==> src/rtl/imem_loader_pkg.sv <==
// Shared definitions for the instruction-memory boot loader.
// Optional trailer checksum is enabled by defining IMEM_LOADER_CHECKSUM_EN.
package imem_loader_pkg;

  // Loader FSM states; CSUM is only reachable when the checksum trailer is built in.
  typedef enum logic [2:0] {
    IDLE = 3'd0,
    LEN  = 3'd1,
    DATA = 3'd2,
    CSUM = 3'd3,
    DONE = 3'd4,
    ERR  = 3'd5
  } loader_state_t;

  localparam int BYTES_PER_WORD = 4;
  localparam int WORD_W         = 8 * BYTES_PER_WORD;
  localparam int LEN_W_DEFAULT  = 32;

  // States in which the loader pulls bytes off the link and reports itself busy.
  function automatic logic state_takes_bytes(input loader_state_t s);
    return (s == LEN) || (s == DATA) || (s == CSUM);
  endfunction

endpackage

==> src/rtl/imem_boot_loader_byte_word_assembler.sv <==
// Collects four accepted bytes into one little-endian 32-bit word.
// Used both for the length header and for every instruction word.
// Optional checksum feature (IMEM_LOADER_CHECKSUM_EN) does not affect this block.
module byte_word_assembler
  import imem_loader_pkg::*;
(
  input  logic              clk,
  input  logic              reset,
  input  logic              clear,
  input  logic              byte_valid,
  input  logic [7:0]        byte_in,
  output logic              word_valid,
  output logic [WORD_W-1:0] word
);

  logic [1:0]        byte_cnt;
  logic [WORD_W-9:0] partial;

  // Earlier bytes shift down from the top so the first byte ends up in [7:0].
  always_ff @(posedge clk) begin
    if (reset || clear) begin
      byte_cnt <= 2'd0;
      partial  <= '0;
    end else if (byte_valid) begin
      byte_cnt <= byte_cnt + 2'd1;
      partial  <= {byte_in, partial[WORD_W-9:8]};
    end
  end

  // The fourth byte completes the word in the same cycle it is accepted.
  always_comb begin
    word_valid = byte_valid && (byte_cnt == 2'd3);
    word       = {byte_in, partial};
  end

endmodule

==> src/rtl/imem_boot_loader.sv <==
// Boot loader: receives a length header plus image bytes over a valid/ready
// link, writes words into instruction memory from address 0 and releases the
// core once the image is complete.
// Define IMEM_LOADER_CHECKSUM_EN to require an 8-bit checksum trailer byte.
module imem_boot_loader
  import imem_loader_pkg::*;
#(
  parameter int ADDR_W = 8,
  parameter int LEN_W  = LEN_W_DEFAULT
) (
  input  logic              clk,
  input  logic              reset,
  input  logic              start,
  input  logic [7:0]        rx_data,
  input  logic              rx_valid,
  output logic              rx_ready,
  output logic              imem_we,
  output logic [ADDR_W-1:0] imem_addr,
  output logic [31:0]       imem_wdata,
  output logic              core_reset,
  output logic              busy,
  output logic              done,
  output logic              error
);

  // Capacity of the instruction memory expressed in the header's width.
  localparam logic [LEN_W-1:0] DEPTH_L = LEN_W'(64'd1 << ADDR_W);

`ifdef IMEM_LOADER_CHECKSUM_EN
  localparam loader_state_t AFTER_DATA = CSUM;
`else
  localparam loader_state_t AFTER_DATA = DONE;
`endif

  loader_state_t     state;
  loader_state_t     state_next;
  logic              byte_accept;
  logic              asm_valid;
  logic              restart;
  logic              word_valid;
  logic [WORD_W-1:0] word;
  logic [LEN_W-1:0]  len_word;
  logic [ADDR_W:0]   word_cnt;
  logic [ADDR_W:0]   word_cnt_inc;
  logic [ADDR_W:0]   len_reg;
  logic              word_last;

`ifdef IMEM_LOADER_CHECKSUM_EN
  logic [7:0] csum;
  logic [7:0] csum_total;
`endif

  // Handshake and bookkeeping decoded from the current registered state.
  always_comb begin
    byte_accept  = rx_valid && rx_ready;
    asm_valid    = byte_accept && ((state == LEN) || (state == DATA));
    restart      = start && ((state == IDLE) || (state == DONE) || (state == ERR));
    len_word     = word[LEN_W-1:0];
    word_cnt_inc = word_cnt + 1'b1;
    word_last    = (word_cnt_inc == len_reg);
  end

`ifdef IMEM_LOADER_CHECKSUM_EN
  // Running sum plus the trailer must wrap to zero for a good image.
  always_comb begin
    csum_total = csum + rx_data;
  end
`endif

  byte_word_assembler u_assembler (
    .clk        (clk),
    .reset      (reset),
    .clear      (restart),
    .byte_valid (asm_valid),
    .byte_in    (rx_data),
    .word_valid (word_valid),
    .word       (word)
  );

  // Next-state selection; outputs are registered from this below.
  always_comb begin
    state_next = state;
    case (state)
      IDLE: begin
        if (start) state_next = LEN;
      end
      LEN: begin
        if (word_valid) begin
          if (len_word == '0)
            state_next = AFTER_DATA;
          else if (len_word > DEPTH_L)
            state_next = ERR;
          else
            state_next = DATA;
        end
      end
      DATA: begin
        if (word_valid && word_last) state_next = AFTER_DATA;
      end
`ifdef IMEM_LOADER_CHECKSUM_EN
      CSUM: begin
        if (byte_accept) state_next = (csum_total == 8'h00) ? DONE : ERR;
      end
`endif
      DONE, ERR: begin
        if (start) state_next = LEN;
      end
      default: state_next = IDLE;
    endcase
  end

  // Loader FSM: state, counters and all registered outputs advance together.
  always_ff @(posedge clk) begin
    if (reset) begin
      state      <= IDLE;
      rx_ready   <= 1'b0;
      imem_we    <= 1'b0;
      imem_addr  <= '0;
      imem_wdata <= '0;
      core_reset <= 1'b1;
      busy       <= 1'b0;
      done       <= 1'b0;
      error      <= 1'b0;
      word_cnt   <= '0;
      len_reg    <= '0;
`ifdef IMEM_LOADER_CHECKSUM_EN
      csum       <= 8'h00;
`endif
    end else begin
      state      <= state_next;
      rx_ready   <= state_takes_bytes(state_next);
      busy       <= state_takes_bytes(state_next);
      done       <= (state_next == DONE);
      error      <= (state_next == ERR);
      core_reset <= !((state == DONE) && (state_next == DONE));
      imem_we    <= 1'b0;

      if (restart) begin
        word_cnt <= '0;
        len_reg  <= '0;
`ifdef IMEM_LOADER_CHECKSUM_EN
        csum     <= 8'h00;
`endif
      end

      if ((state == LEN) && word_valid)
        len_reg <= len_word[ADDR_W:0];

      if ((state == DATA) && word_valid) begin
        imem_we    <= 1'b1;
        imem_addr  <= word_cnt[ADDR_W-1:0];
        imem_wdata <= word;
        word_cnt   <= word_cnt_inc;
      end

`ifdef IMEM_LOADER_CHECKSUM_EN
      if ((state == DATA) && byte_accept)
        csum <= csum + rx_data;
`endif
    end
  end

endmodule

==> config.mk <==
export PLATFORM = sky130hd
export DESIGN_NAME = imem_boot_loader
export DESIGN_NICKNAME = d
export VERILOG_FILES = /design/src/rtl/imem_loader_pkg.sv /design/src/rtl/imem_boot_loader_byte_word_assembler.sv /design/src/rtl/imem_boot_loader.sv
export SDC_FILE = /design/constraint.sdc
export NUM_CORES = 1
export LEC_CHECK = 0
export BUFFER_PORTS_ARGS = -buffer_cell sky130_fd_sc_hd__buf_2
export CORE_MARGIN = 4
export CORE_UTILIZATION = 58
export CTS_BUF_LIST = sky130_fd_sc_hd__clkbuf_8
export DETAILED_ROUTE_END_ITERATION = 10
export GPL_TIMING_DRIVEN = 0
export HOLD_SLACK_MARGIN = 0.02
export PLACE_DENSITY = 0.9
export SYNTH_ARGS = -nofsm -noshare
export SYNTH_HDL_FRONTEND = slang
export SYNTH_SLANG_ARGS = --single-unit
==> constraint.sdc <==
create_clock -name clk -period 2.75 [get_ports clk]
set_clock_uncertainty 0.1 [all_clocks]
set_input_delay 0.55 -clock clk [delete_from_list [all_inputs] [get_ports clk]]
set_output_delay 0.55 -clock clk [all_outputs]
set_load 0.02 [all_outputs]
==> metrics.md <==
| Metric | Value |
|---|---|
| Status | `complete, no violations` |
| Final hold vios | `0` |
| Grt total ovfl | `0` |
| Chip height | `88.9 um` |
| Routed len/inst | `about 16 um` |
| Hold Path Class | `in -> reg` |
| DR iter-0 viols | `232` |
| Register name with the most flops | `imem_wdata` |
| Die width | `slightly below 90 um` |
| Unique masters post-synth | `45` |
| Worst VDD drop | `0.592 mV` |
| Syn Inst Count | `446` |
| Largest net degree at the start of global routing | `17` |
| Largest regs | `imem_wdata (32), u_assembler.partial (24)` |
| Met2 wire len | `around 4.7 mm` |
| DRT antenna net count | `0` |
| Final setup vio count | `0` |
| Share of cells above drive strength 1 | `0.179` |
| Max Slew Vio Count | `0` |
| Sink Count | `approximately 90` |
| Worst slew margin | `0.514` |
| Clock transition at path regs | `0.10 ns` |
| Vias | `3468` |
| Port-buffer cells | `57` |
| Vias/cell | `5.82` |
| Highest net fanout along the worst path | `9` |
| Routed WL | `9.34 mm` |
| Kind of critical path | `reg -> reg` |
| Die ar. | `7900 um2` |
| Top Family by Delay on Critical Path | `simple AND/OR/NAND/NOR gates` |
| Pwr dens | `540 nW/um2` |
| YS warnings | `0` |
| CTS buffer count | `9` |
| H-Tree Depth | `3` |
| WP data arrival | `2.85 ns` |
| Total track usage | `0.240` |
| CTS tree | `done` |
| Residual DRC | `0` |
| Total Power | `2.37 mW` |
| CP required | `2.94 ns` |
| Initial Utilization | `0.598` |
| Async set-reset flop share out of synthesis | `0` |
| List of most frequent post-synthesis cells | `92 x dfxtp_1, 85 x nand2_1, 55 x a21oi_1` |
| Measured slew at the worst slew-check pin | `0.730 ns` |
| Average size of a mapped cell | `8.51 um2` |
| Placed cell area | `4180 um2` |
| Synth Cell Area | `3800 um2` |
| WL met1 | `about 3.9 mm` |
| Number of global-route vias before repair | `about 3200` |
| Top cell type's share of synthesized area | `0.485` |
| DR top layer | `met4` |
| Final instance area | `about 4400 um2` |
| Met3 WL | `508 um` |
| Leakage | `1.69 nW` |
| Post-synth EDFFs | `0` |
| Worst skew pair latency | `0.37 ns` |
| CP Launch Type | `flop` |
| Syn Nets | `460` |
| Max Cap Violations | `0` |
| Max FFs per register | `32` |
| RSZ-0062 raised after global routing | `no` |
| CP peak stage delay | `around 0.54 ns` |
| Crit path time final | `approximately 2.7 ns` |
| Crit end category | `flop` |
| Final GP Congestion | `0.907` |
| Largest cells by area after synthesis | `dfxtp_1 49%, nand2_1 8.4%, a21oi_1 7.3%, mux2i_1 6.6%, nor2_1 5.0%` |
| Syn-to-layout area delta | `15.6%` |
| Tcrit/Tclk final | `0.967` |
| Main synth FF type | `dfxtp_1` |
| CP max stage cell | `or4_4` |
| Register area share after synthesis | `0.485` |
| # rows | `29` |
| Clock root buffer | `clkbuf_8` |
| Most frequent cell after synthesis | `dfxtp_1` |
| Core ar. | `6350 um2` |
| Hold buffer count at CTS | `0` |
| Synth area leader | `dfxtp_1` |
| Number of I/O pins | `58` |
| Post-route setup TNS | `0 ns` |
| Post-DP HPWL | `6.70 mm` |
| Buffer depth of the longest clock path | `2` |
| Yosys reg bits | `92` |
| Ant. Diodes | `0` |
| CP Cell Sequence | `ha_1, and3_4, buf_6, a21oi_1, or4_4, or4_4, a211oi_2` |
| DR pass1 iterations | `5` |
| Most frequent CP cell | `or4_4` |
| Core Util, Final | `0.691` |
| Resized cells post-CTS | `0` |
| First-pass GRT wire length | `14.8 mm` |
| Fmax | `roughly 380 MHz` |
| Buffer count from post-CTS setup fixing | `0` |
| Buf+Inv Stages, Crit Path | `1` |
| Initial antenna violation count | `0` |
| NumNets Final | `~530` |
[metrics by stage]
step                      cells  worst slack (ns)  hold slack [ns]
final                       596            0.0907            0.347
after global routing        596           0.00527            0.353
after CTS                   596             0.126            0.341
after detailed placement    580             0.154            0.345
after global placement      580             0.178            0.341
after floorplan             446             0.347            0.347
[where the power goes]
group          internal, mW  leakage (nW)  switching (mW)  total, mW
logic                0.0268         0.847          0.0556     0.0824
clock network         0.454         0.105           0.492      0.946
registers              1.33         0.741         0.00520       1.34
[path summary, 6_finish.rpt]
kind                              from                          end  depth (start not counted)  slack (ns)
max reg2reg   word_cnt[0]$_SDFFE_PP0P_              done$_SDFF_PP0_                          7        0.09
max           word_cnt[0]$_SDFFE_PP0P_              done$_SDFF_PP0_                          7        0.09
min                         rx_data[5]  imem_wdata[29]$_SDFFE_PP0P_                          3        0.35
min reg2reg  imem_addr[4]$_SDFFE_PP0P_    imem_addr[4]$_SDFFE_PP0P_                          2        0.35
[cell usage in the layout (no fill, tap or decap), types with 4 or more instances in the layout]
cell	count
dfxtp_1	92
nand2_1	85
buf_2	59
a21oi_1	55
nor2_1	51
mux2i_1	25
clkbuf_1	20
clkbuf_8	12
a31oi_1	10
o21ai_0	9
and2_1	9
nor4_1	7
nor3_1	7
nand3_1	6
xnor2_1	5
nand2b_1	4
xor2_1	4
[cells by family after synthesis]
logic type,Yosys count,share of synthesized area
buffers and inverters,33,0.0445
xor gates and xnor gates,10,0.0250
muxes,25,0.0659
and+or+nand+nor,201,0.252
adders and majority gates,2,0.00659
DFF,92,0.485
AOI/OAI and AO/OA,83,0.120
[worst reg2reg max path, delay by kind of cell (launching register included)]
family,cells,cell delay (ns)
flip-flops,1,0.50
AO/OA/AOI/OAI,2,0.24
AND/OR/NAND/NOR,3,1.27
buffers and inverters,1,0.12
adder cells (fa/ha/maj),1,0.35
[final cells by class]
type / instances / area (um2)
fillers: 479 / 1960
flip-flops and latches: 92 / 1840
multi-input cells: 321 / 1790
repair buffers: 57 / 285
plain buffers: 30 / 158
clock buffers: 10 / 138
well taps: 77 / 96.3
clock inverters: 6 / 71.3
inverters: 3 / 11.3
[metal layers]
metal	vias to the layer above	global-route usage
li1	1658	-
met1	1658	0.285
met2	123	0.419
met3	29	0.0488
met4	0	0.104
met5	-	0
Note: power is estimated with default switching activity, not from simulation.
